$ cat src/rtl/kgp_mem_pkg.sv
// Shared types and defaults for the RISC_KGP unified-memory arbiter.
package kgp_mem_pkg;

    typedef enum logic [1:0] {
        ST_IDLE,
        ST_ISSUE,
        ST_WAIT,
        ST_DONE
    } state_t;

    typedef enum logic [1:0] {
        OWN_NONE,
        OWN_IF,
        OWN_D
    } owner_t;

    localparam int MEM_LAT_DEF    = 1;
    localparam int MAX_STREAK_DEF = 4;

    // Data wins unless fetch has already been passed over MAX_STREAK times in a row.
    function automatic owner_t pick_owner(input logic if_req, input logic d_req,
                                          input logic at_limit);
        owner_t grant;
        grant = OWN_NONE;
        if (d_req && !(if_req && at_limit)) begin
            grant = OWN_D;
        end else if (if_req) begin
            grant = OWN_IF;
        end
        return grant;
    endfunction

endpackage

$ cat src/rtl/kgp_mem_arbiter_if.sv
// Fetch, load/store and memory-macro signals of the unified-memory arbiter.
interface kgp_mem_arbiter_if #(
    parameter int AW = 32,
    parameter int DW = 32
);
    logic          if_req;
    logic [AW-1:0] if_addr;
    logic          if_done;
    logic [DW-1:0] if_rdata;

    logic          d_req;
    logic          d_we;
    logic [AW-1:0] d_addr;
    logic [DW-1:0] d_wdata;
    logic          d_done;
    logic [DW-1:0] d_rdata;

    logic          mem_en;
    logic          mem_we;
    logic [AW-1:0] mem_addr;
    logic [DW-1:0] mem_wdata;
    logic [DW-1:0] mem_rdata;

    // Arbiter side.
    modport slave (
        input  if_req, if_addr, d_req, d_we, d_addr, d_wdata, mem_rdata,
        output if_done, if_rdata, d_done, d_rdata,
        output mem_en, mem_we, mem_addr, mem_wdata
    );

    // Requesters plus memory macro side.
    modport master (
        output if_req, if_addr, d_req, d_we, d_addr, d_wdata, mem_rdata,
        input  if_done, if_rdata, d_done, d_rdata,
        input  mem_en, mem_we, mem_addr, mem_wdata
    );
endinterface

$ cat src/rtl/kgp_mem_arbiter.sv
// Shares the single-port unified memory between fetch and load/store with an
// issue/wait/complete sequence, data priority and a bounded fetch-starvation streak.
module kgp_mem_arbiter
    import kgp_mem_pkg::*;
#(
    parameter int AW         = 32,
    parameter int DW         = 32,
    parameter int MEM_LAT    = MEM_LAT_DEF,
    parameter int MAX_STREAK = MAX_STREAK_DEF
) (
    input logic                clk,
    input logic                rst,
    kgp_mem_arbiter_if.slave   bus
);

    localparam int CW = (MEM_LAT > 1) ? $clog2(MEM_LAT + 1) : 1;
    localparam int SW = $clog2(MAX_STREAK + 1);

    state_t         state, state_nxt;
    owner_t         owner, owner_nxt;
    logic [SW-1:0]  streak, streak_nxt;
    logic [CW-1:0]  cnt, cnt_nxt;
    logic           we_q, we_nxt;

    logic           mem_en_q, mem_en_nxt;
    logic           mem_we_q, mem_we_nxt;
    logic [AW-1:0]  mem_addr_q, mem_addr_nxt;
    logic [DW-1:0]  mem_wdata_q, mem_wdata_nxt;
    logic           if_done_q, if_done_nxt;
    logic           d_done_q, d_done_nxt;
    logic [DW-1:0]  if_rdata_q, if_rdata_nxt;
    logic [DW-1:0]  d_rdata_q, d_rdata_nxt;
    owner_t         grant;

    always_ff @(posedge clk or negedge rst) begin
        if (!rst) begin
            state       <= ST_IDLE;
            owner       <= OWN_NONE;
            streak      <= '0;
            cnt         <= '0;
            we_q        <= 1'b0;
            mem_en_q    <= 1'b0;
            mem_we_q    <= 1'b0;
            mem_addr_q  <= '0;
            mem_wdata_q <= '0;
            if_done_q   <= 1'b0;
            d_done_q    <= 1'b0;
            if_rdata_q  <= '0;
            d_rdata_q   <= '0;
        end else begin
            state       <= state_nxt;
            owner       <= owner_nxt;
            streak      <= streak_nxt;
            cnt         <= cnt_nxt;
            we_q        <= we_nxt;
            mem_en_q    <= mem_en_nxt;
            mem_we_q    <= mem_we_nxt;
            mem_addr_q  <= mem_addr_nxt;
            mem_wdata_q <= mem_wdata_nxt;
            if_done_q   <= if_done_nxt;
            d_done_q    <= d_done_nxt;
            if_rdata_q  <= if_rdata_nxt;
            d_rdata_q   <= d_rdata_nxt;
        end
    end

    // Every output is computed one cycle ahead so the port sees only flops.
    always_comb begin
        state_nxt     = state;
        owner_nxt     = owner;
        streak_nxt    = streak;
        cnt_nxt       = cnt;
        we_nxt        = we_q;
        mem_en_nxt    = 1'b0;
        mem_we_nxt    = 1'b0;
        mem_addr_nxt  = mem_addr_q;
        mem_wdata_nxt = mem_wdata_q;
        if_done_nxt   = 1'b0;
        d_done_nxt    = 1'b0;
        if_rdata_nxt  = if_rdata_q;
        d_rdata_nxt   = d_rdata_q;
        grant         = OWN_NONE;

        case (state)
            ST_IDLE: begin
                if (bus.if_req || bus.d_req) begin
                    grant      = pick_owner(bus.if_req, bus.d_req,
                                            streak == SW'(MAX_STREAK));
                    owner_nxt  = grant;
                    state_nxt  = ST_ISSUE;
                    mem_en_nxt = 1'b1;
                    if (grant == OWN_D) begin
                        we_nxt        = bus.d_we;
                        mem_we_nxt    = bus.d_we;
                        mem_addr_nxt  = bus.d_addr;
                        mem_wdata_nxt = bus.d_wdata;
                        if (!bus.if_req) begin
                            streak_nxt = '0;
                        end else if (streak != SW'(MAX_STREAK)) begin
                            streak_nxt = streak + SW'(1);
                        end
                    end else begin
                        we_nxt       = 1'b0;
                        mem_addr_nxt = bus.if_addr;
                        streak_nxt   = '0;
                    end
                end
            end
            ST_ISSUE: begin
                cnt_nxt   = CW'(MEM_LAT - 1);
                state_nxt = ST_WAIT;
            end
            ST_WAIT: begin
                if (cnt == '0) begin
                    state_nxt = ST_DONE;
                    if (owner == OWN_D) begin
                        d_done_nxt  = 1'b1;
                        d_rdata_nxt = we_q ? '0 : bus.mem_rdata;
                    end else begin
                        if_done_nxt  = 1'b1;
                        if_rdata_nxt = bus.mem_rdata;
                    end
                end else begin
                    cnt_nxt = cnt - CW'(1);
                end
            end
            ST_DONE: begin
                state_nxt = ST_IDLE;
                owner_nxt = OWN_NONE;
            end
            default: begin
                state_nxt = ST_IDLE;
                owner_nxt = OWN_NONE;
            end
        endcase
    end

    assign bus.mem_en    = mem_en_q;
    assign bus.mem_we    = mem_we_q;
    assign bus.mem_addr  = mem_addr_q;
    assign bus.mem_wdata = mem_wdata_q;
    assign bus.if_done   = if_done_q;
    assign bus.if_rdata  = if_rdata_q;
    assign bus.d_done    = d_done_q;
    assign bus.d_rdata   = d_rdata_q;

endmodule

$ cat src/flat_wrapper.sv
// flat-port wrapper written by rule: the top's interface ports become plain ports
module kgp_mem_arbiter_flat import kgp_mem_pkg::*;
#(
    parameter int AW         = 32,
    parameter int DW         = 32,
    parameter int MEM_LAT    = MEM_LAT_DEF,
    parameter int MAX_STREAK = MAX_STREAK_DEF
)
  (clk, rst, bus_if_req, bus_if_addr, bus_d_req, bus_d_we, bus_d_addr, bus_d_wdata, bus_mem_rdata, bus_if_done, bus_if_rdata, bus_d_done, bus_d_rdata, bus_mem_en, bus_mem_we, bus_mem_addr, bus_mem_wdata);
  kgp_mem_arbiter_if #(.AW(AW), .DW(DW)) bus_i ();
  input logic clk;
  input logic rst;
  input wire logic [$bits(bus_i.if_req)-1:0] bus_if_req;
  input wire logic [$bits(bus_i.if_addr)-1:0] bus_if_addr;
  input wire logic [$bits(bus_i.d_req)-1:0] bus_d_req;
  input wire logic [$bits(bus_i.d_we)-1:0] bus_d_we;
  input wire logic [$bits(bus_i.d_addr)-1:0] bus_d_addr;
  input wire logic [$bits(bus_i.d_wdata)-1:0] bus_d_wdata;
  input wire logic [$bits(bus_i.mem_rdata)-1:0] bus_mem_rdata;
  output wire logic [$bits(bus_i.if_done)-1:0] bus_if_done;
  output wire logic [$bits(bus_i.if_rdata)-1:0] bus_if_rdata;
  output wire logic [$bits(bus_i.d_done)-1:0] bus_d_done;
  output wire logic [$bits(bus_i.d_rdata)-1:0] bus_d_rdata;
  output wire logic [$bits(bus_i.mem_en)-1:0] bus_mem_en;
  output wire logic [$bits(bus_i.mem_we)-1:0] bus_mem_we;
  output wire logic [$bits(bus_i.mem_addr)-1:0] bus_mem_addr;
  output wire logic [$bits(bus_i.mem_wdata)-1:0] bus_mem_wdata;
  assign bus_i.if_req = bus_if_req;
  assign bus_i.if_addr = bus_if_addr;
  assign bus_i.d_req = bus_d_req;
  assign bus_i.d_we = bus_d_we;
  assign bus_i.d_addr = bus_d_addr;
  assign bus_i.d_wdata = bus_d_wdata;
  assign bus_i.mem_rdata = bus_mem_rdata;
  assign bus_if_done = bus_i.if_done;
  assign bus_if_rdata = bus_i.if_rdata;
  assign bus_d_done = bus_i.d_done;
  assign bus_d_rdata = bus_i.d_rdata;
  assign bus_mem_en = bus_i.mem_en;
  assign bus_mem_we = bus_i.mem_we;
  assign bus_mem_addr = bus_i.mem_addr;
  assign bus_mem_wdata = bus_i.mem_wdata;
  kgp_mem_arbiter #(.AW(AW), .DW(DW), .MEM_LAT(MEM_LAT), .MAX_STREAK(MAX_STREAK)) u_core (.clk(clk), .rst(rst), .bus(bus_i));
endmodule
$ cat config.mk
export PLATFORM = sky130hd
export DESIGN_NAME = kgp_mem_arbiter_flat
export DESIGN_NICKNAME = d
export VERILOG_FILES = /design/src/rtl/kgp_mem_pkg.sv /design/src/rtl/kgp_mem_arbiter_if.sv /design/src/rtl/kgp_mem_arbiter.sv /design/src/flat_wrapper.sv
export SDC_FILE = /design/constraint.sdc
export NUM_CORES = 1
export LEC_CHECK = 0
export CORE_ASPECT_RATIO = 0.6
export CORE_UTILIZATION = 45
export DETAILED_ROUTE_END_ITERATION = 8
export PLACE_DENSITY = 0.95
export SLEW_MARGIN = 40
export SYNTH_ARGS = -nofsm -noshare
export SYNTH_HDL_FRONTEND = slang
export SYNTH_SLANG_ARGS = --single-unit
$ cat constraint.sdc
create_clock -name clk -period 4.2 [get_ports clk]
set_clock_uncertainty 0.15 [all_clocks]
set_input_delay 0.84 -clock clk [delete_from_list [all_inputs] [get_ports clk]]
set_output_delay 0.84 -clock clk [all_outputs]
set_load 0.05 [all_outputs]
=== Word-level counts from Yosys, hierarchy flattened ===
Index checks and enable logic that the tools add are counted.

* Flip-flop bits (word level): 141
* Output and inout port bits: 132
* Logic and storage cells: 68

* Add/subtract/negate cells: 2
* Equal/unequal tests: 10
* Muxes and demuxes: 27
* Bitwise operators: 2
* Reductions and logical operators: 14

{| class="wikitable"
|+ Operator list
! operator !! number
|-
| $mux W32 || 2
|-
| $mux W1 || 13
|-
| $mux W2 || 6
|-
| $reduce_and A3 Y1 || 4
|-
| $mux W3 || 3
|-
| $eq A2 B2 Y1 const B || 4
|-
| $pmux W2 S4 || 1
|-
| $ne A3 B3 Y1 const B || 2
|-
| $reduce_and A2 Y1 || 3
|-
| $pmux W2 S2 || 1
|-
| $reduce_bool A2 Y1 || 2
|-
| $add A3 B1 Y3 const B || 1
|-
| $eq A3 B3 Y1 const B || 1
|-
| $eq A2 B1 Y1 const B || 1
|-
| $logic_and A1 B1 Y1 || 2
|-
| $logic_not A2 Y1 || 1
|-
| $ne A2 B1 Y1 const B || 1
|-
| $ne A2 B2 Y1 const B || 1
|-
| $not A1 Y1 || 2
|-
| $pmux W1 S2 || 1
|-
| $logic_not A1 Y1 || 1
|-
| $logic_or A1 B1 Y1 || 1
|-
| $sub A1 B1 Y1 const B || 1
|}

=== Depth between registers and ports, before layout ===
* Depth in word-level cells: 11
* Gate-level depth with buffers: 7
* Mapped depth without buffers: 6

=== Least setup slack after synthesis ===
Ideal clock, no wire load.

* Path kind: input -> register
* Start: in bus_if_req
* End: reg u_core.mem_wdata_q[10] (netlist: u_core.bus.mem_wdata[10])
* Library setup time: 0.125 ns
* Arrival: 1.855 ns
* Data required time: 3.925 ns
* Slack: 2.070 ns
* Stages on the path: 6
* Path buffers: 3
* Cell sequence: buf_4 > nand3_4 > and3_4 > buf_6 > buf_6 > mux2_4

* Word-level cells in the longest chain between the ends: 8
* Elaborated cells between the ends (all ways): 10
* Those cells by class: 1 x eq/ne; 4 x mux; 5 x reduce/logical

{| class="wikitable"
|+ RTL lines
! item !! line !! source
|-
| start: declaration || flat_wrapper.sv:13 || <nowiki>input wire logic [$bits(bus_i.if_req)-1:0] bus_if_req;</nowiki>
|-
| $logic_and A1 B1 Y1 || kgp_mem_pkg.sv:25 || <nowiki>if (d_req && !(if_req && at_limit)) begin</nowiki>
|-
| $logic_not A1 Y1 || kgp_mem_pkg.sv:25 ||
|-
| $logic_and A1 B1 Y1 || kgp_mem_pkg.sv:25 ||
|-
| $mux W2 || kgp_mem_pkg.sv:25 ||
|-
| $mux W2 || kgp_mem_arbiter.sv:86 || <nowiki>if (bus.if_req || bus.d_req) begin</nowiki>
|-
| $mux W2 || kgp_mem_arbiter.sv:84 || <nowiki>case (state)</nowiki>
|-
| $eq A2 B2 Y1 || kgp_mem_arbiter.sv:92 || <nowiki>if (grant == OWN_D) begin</nowiki>
|-
| $reduce_and A3 Y1 (no line) * || -- ||
|-
| end signal: assignment || kgp_mem_arbiter.sv:59 || <nowiki>mem_wdata_q <= mem_wdata_nxt;</nowiki>
|-
| end: declaration || kgp_mem_arbiter.sv:28 || <nowiki>logic [DW-1:0] mem_wdata_q, mem_wdata_nxt;</nowiki>
|}

Every way passes the cells marked *; elsewhere a longest branch is shown, timed or not. The select of a mux whose other input is x is not followed.
A chain may end at the register's enable or synchronous reset.

=== Final worst setup path ===
* Start: in bus_if_req
* End: reg u_core.mem_wdata_q[1] (netlist: u_core.bus.mem_wdata[1])

The elaborated chain is that of the path after synthesis.

==> impl_results.md <==
- Reg2reg end: u_core.bus.mem_wdata[1]
- Cell leakage power: 3.95 nW
- First-pass GRT wire length: 25800 um
- Post CTS Setup Buffer Count: 0
- Clock slew at reported path FFs: ~0.060 ns
- WP buf/inv: 1
- Unrepaired setup endpoints after global routing: no
- Synthesized flop and latch total: between 100 and 150
- I/O Buffers: 264
- NumNets Final: 900
- Remaining DRCs: 0
- HPWL after DPL: 11900 um
- Critical Path, Cell by Cell: clkdlybuf4s50_1 > nand3_4 > and3_4 > mux2_2
- H-Tree Level Count: 4
- Synth warnings: 0
- Total Power: 0.00914 W
- Via density: roughly 5.2
- DR iter-0 viols: 256
- TritonCTS clock tree: done
- IO Pins: 265
- HP Class: in -> async
- Setup Crit Path Kind: in -> reg
- CTS Hold Bufs: 0
- Status: finished clean
- Syn Area/Cell: around 12 sq um
- Syn_nets: around 650
- Vias in the first global route: 5068
- Mapped Cells: 508
- Slew headroom: 0.589
- Delay-heaviest family, CP: simple AND/OR/NAND/NOR gates
- Post-CTS Resized: 0
- Final-report hold violation count: 0
- Starting Density: 0.464
- GRT overflow: 0
- Post-route antenna net violation count: 0
- Worst-skew pair later-pin latency: 0.40 ns
- # diodes: 0
- Sequential share of the synthesized area: 0.586
- Syn Std Cell Area: 5980 sq um
- Post-Route WL: around 16000 um
- Final setup viols: 0
- Max VDD drop: ~0.47 mV
- PwrDens: ~980 nW/um^2
- Pin count of the biggest net entering global routing: 113
- R2r worst-path depth: 5
- CTS Buffer Depth: 2
- CP max-delay cell: and3_4
- Filler Cells Inserted: 817
- Drt pass-1 iters: 4
- Cell variety after synth: 29
- Via count: 4924
- Slowest stage delay, CP: 0.67 ns
- Die Y: 91.3 um
- Die width: 151 um
- Max-cap violations: 0
- Avg WL per Cell: around 17 um
- WP data required: 4.33 ns
- Post-synth top area share: 0.586
- Endpoint class of the critical path: flip-flop
- GRT Total Usage: 0.245
- Routability Congestion: roughly 0.8
- Pin slew with the least headroom to its limit: 0.616 ns
- Layout cells sized above 1: 0.145
- Antenna violations before repair: 0
- Period minus WS final: about 2.8 ns
- Setup TNS: 0 ns
- Leading area contributor after synthesis: dfrtp_1
- Maximum clock rate: 0.354 GHz
- Reg2reg setup slack: 1.84 ns
- Placeable Area: between 10000 and 15000 sq um
- Total CTS buffers: 17
- Clock sinks: 140
- Synth top area cells: dfrtp_1, mux2_2, mux2_4
- Row cnt: 32
- CP max FO: 36
- Tcrit/Tclk final: 0.672
- Final Max Slew Viols: 0
- Die ar.: 13800 sq um
- CTS root buffer: clkbuf_16
- CP arrival: 2.95 ns
- Area Growth Syn to Fin: 56.3%
- CP Launch Type: input port
- Worst r2r src: u_core.streak[0]
==> logic make-up (layout without fill, tap and decap cells) <==
logic type,after synthesis,after routing,synth area share
and+or+nand+nor,174,174,0.143
DFF,140,140,0.586
AOI/OAI and AO/OA,76,76,0.0822
muxes,65,65,0.139
buffers and inverters,48,314,0.0395
adders and majority gates,5,5,0.0105
==> worst max path at each step <==
stage / startpoint / endpoint / slack (ns) / depth (start not counted)
2_1_floorplan: bus_if_req / u_core.bus.mem_wdata[10] / 2.07 / 6
4_1_cts: bus_if_req / u_core.bus.mem_wdata[4] / 1.40 / 4
3_5_place_dp: bus_if_req / u_core.bus.mem_wdata[4] / 0.97 / 4
6_report: bus_if_req / u_core.bus.mem_wdata[1] / 1.38 / 4
3_3_place_gp: bus_if_req / u_core.bus.mem_wdata[1] / 1.07 / 4
5_1_grt: bus_if_req / u_core.bus.mem_wdata[4] / 1.33 / 4
==> layer usage <==
metal,part of all wire,up-vias,GRT usage
met4,0.014,0,0.0825
met5,0,-,0
met1,0.40,2399,0.298
met3,0.077,18,0.0628
li1,-,2269,-
met2,0.50,238,0.422
==> cell usage in the layout (no fill, tap or decap), drive strengths merged <==
cell	n
a32o	3
clkbuf	22
clkdlybuf4s50	263
and2	2
nand3b	2
nor2	4
nand2	97
nand3	2
o21ai	36
mux2	65
o211ai	32
and3	1
nand2b	33
nand4	32
inv	11
clkinvlp	2
a22o	2
nor4bb	1
a31o	1
ha	5
clkinv	3
bufinv	2
a31oi	1
buf	11
dfrtp	140
a21oi	1
==> state kept, by name, indices dropped and copies added (netlist names) <==
register	cells
u_core.bus.d_done	1
u_core.state	2
u_core.we_q	1
u_core.bus.mem_we	1
u_core.streak	3
u_core.owner	2
u_core.bus.mem_en	1
u_core.bus.mem_wdata	32
u_core.bus.if_rdata	32
u_core.bus.d_rdata	32
u_core.bus.mem_addr	32
u_core.bus.if_done	1
==> stage by stage <==
step                hold WS [ns]  std cells  utilization  worst slack [ns]  area [sq um]
finish                     0.154        944        0.725              1.38          9350
global route               0.158        944        0.725              1.33          9350
CTS                        0.338        943        0.723              1.40          9320
detailed placement         0.324        912        0.677             0.974          8730
global placement           0.311        910        0.675              1.07          8700
floorplan                  0.341        508            -              2.07          5980
==> worst reg2reg max path: cells and delay by family (launching register included) <==
family	cells	cell delay (ns)
and+or+nand+nor	2	1.01
DFF	1	0.34
adders and majority gates	1	0.26
buffers and inverters	1	0.07
muxes	1	0.41
==> cell type report <==
| class | count | area (sq um) | share of cell area |
|---|---|---|---|
| clock inverters | 9 | 111 | 0.0119 |
| well taps | 170 | 213 | 0.0228 |
| clock buffers | 22 | 474 | 0.0507 |
| multi-input cells | 320 | 2250 | 0.241 |
| flip-flops and latches | 140 | 3500 | 0.375 |
| repair buffers | 274 | 2760 | 0.295 |
| inverters | 9 | 33.8 | 0.00361 |
==> where the power goes <==
part / switching (W) / leakage, nW / internal, W / total, W
clock network: 0.000549 / 0.283 / 0.000922 / 0.00147
registers: 0.000430 / 1.69 / 0.00202 / 0.00245
logic: 0.00330 / 1.97 / 0.00191 / 0.00522
==> synthesized netlist by cell type (all sizes together) <==
master and number:
a31o 1, a31oi 1, nand3 2, nand2 97
a22o 2, inv 9, mux2 65, and2 2
nand2b 33, clkbuf 22, and3 1, nand4 32
buf 17, ha 5, o21ai 36, dfrtp 140
nand3b 2, a21oi 1, nor4bb 1, a32o 3
nor2 4, o211ai 32
Power figures use the tool's default switching activity.
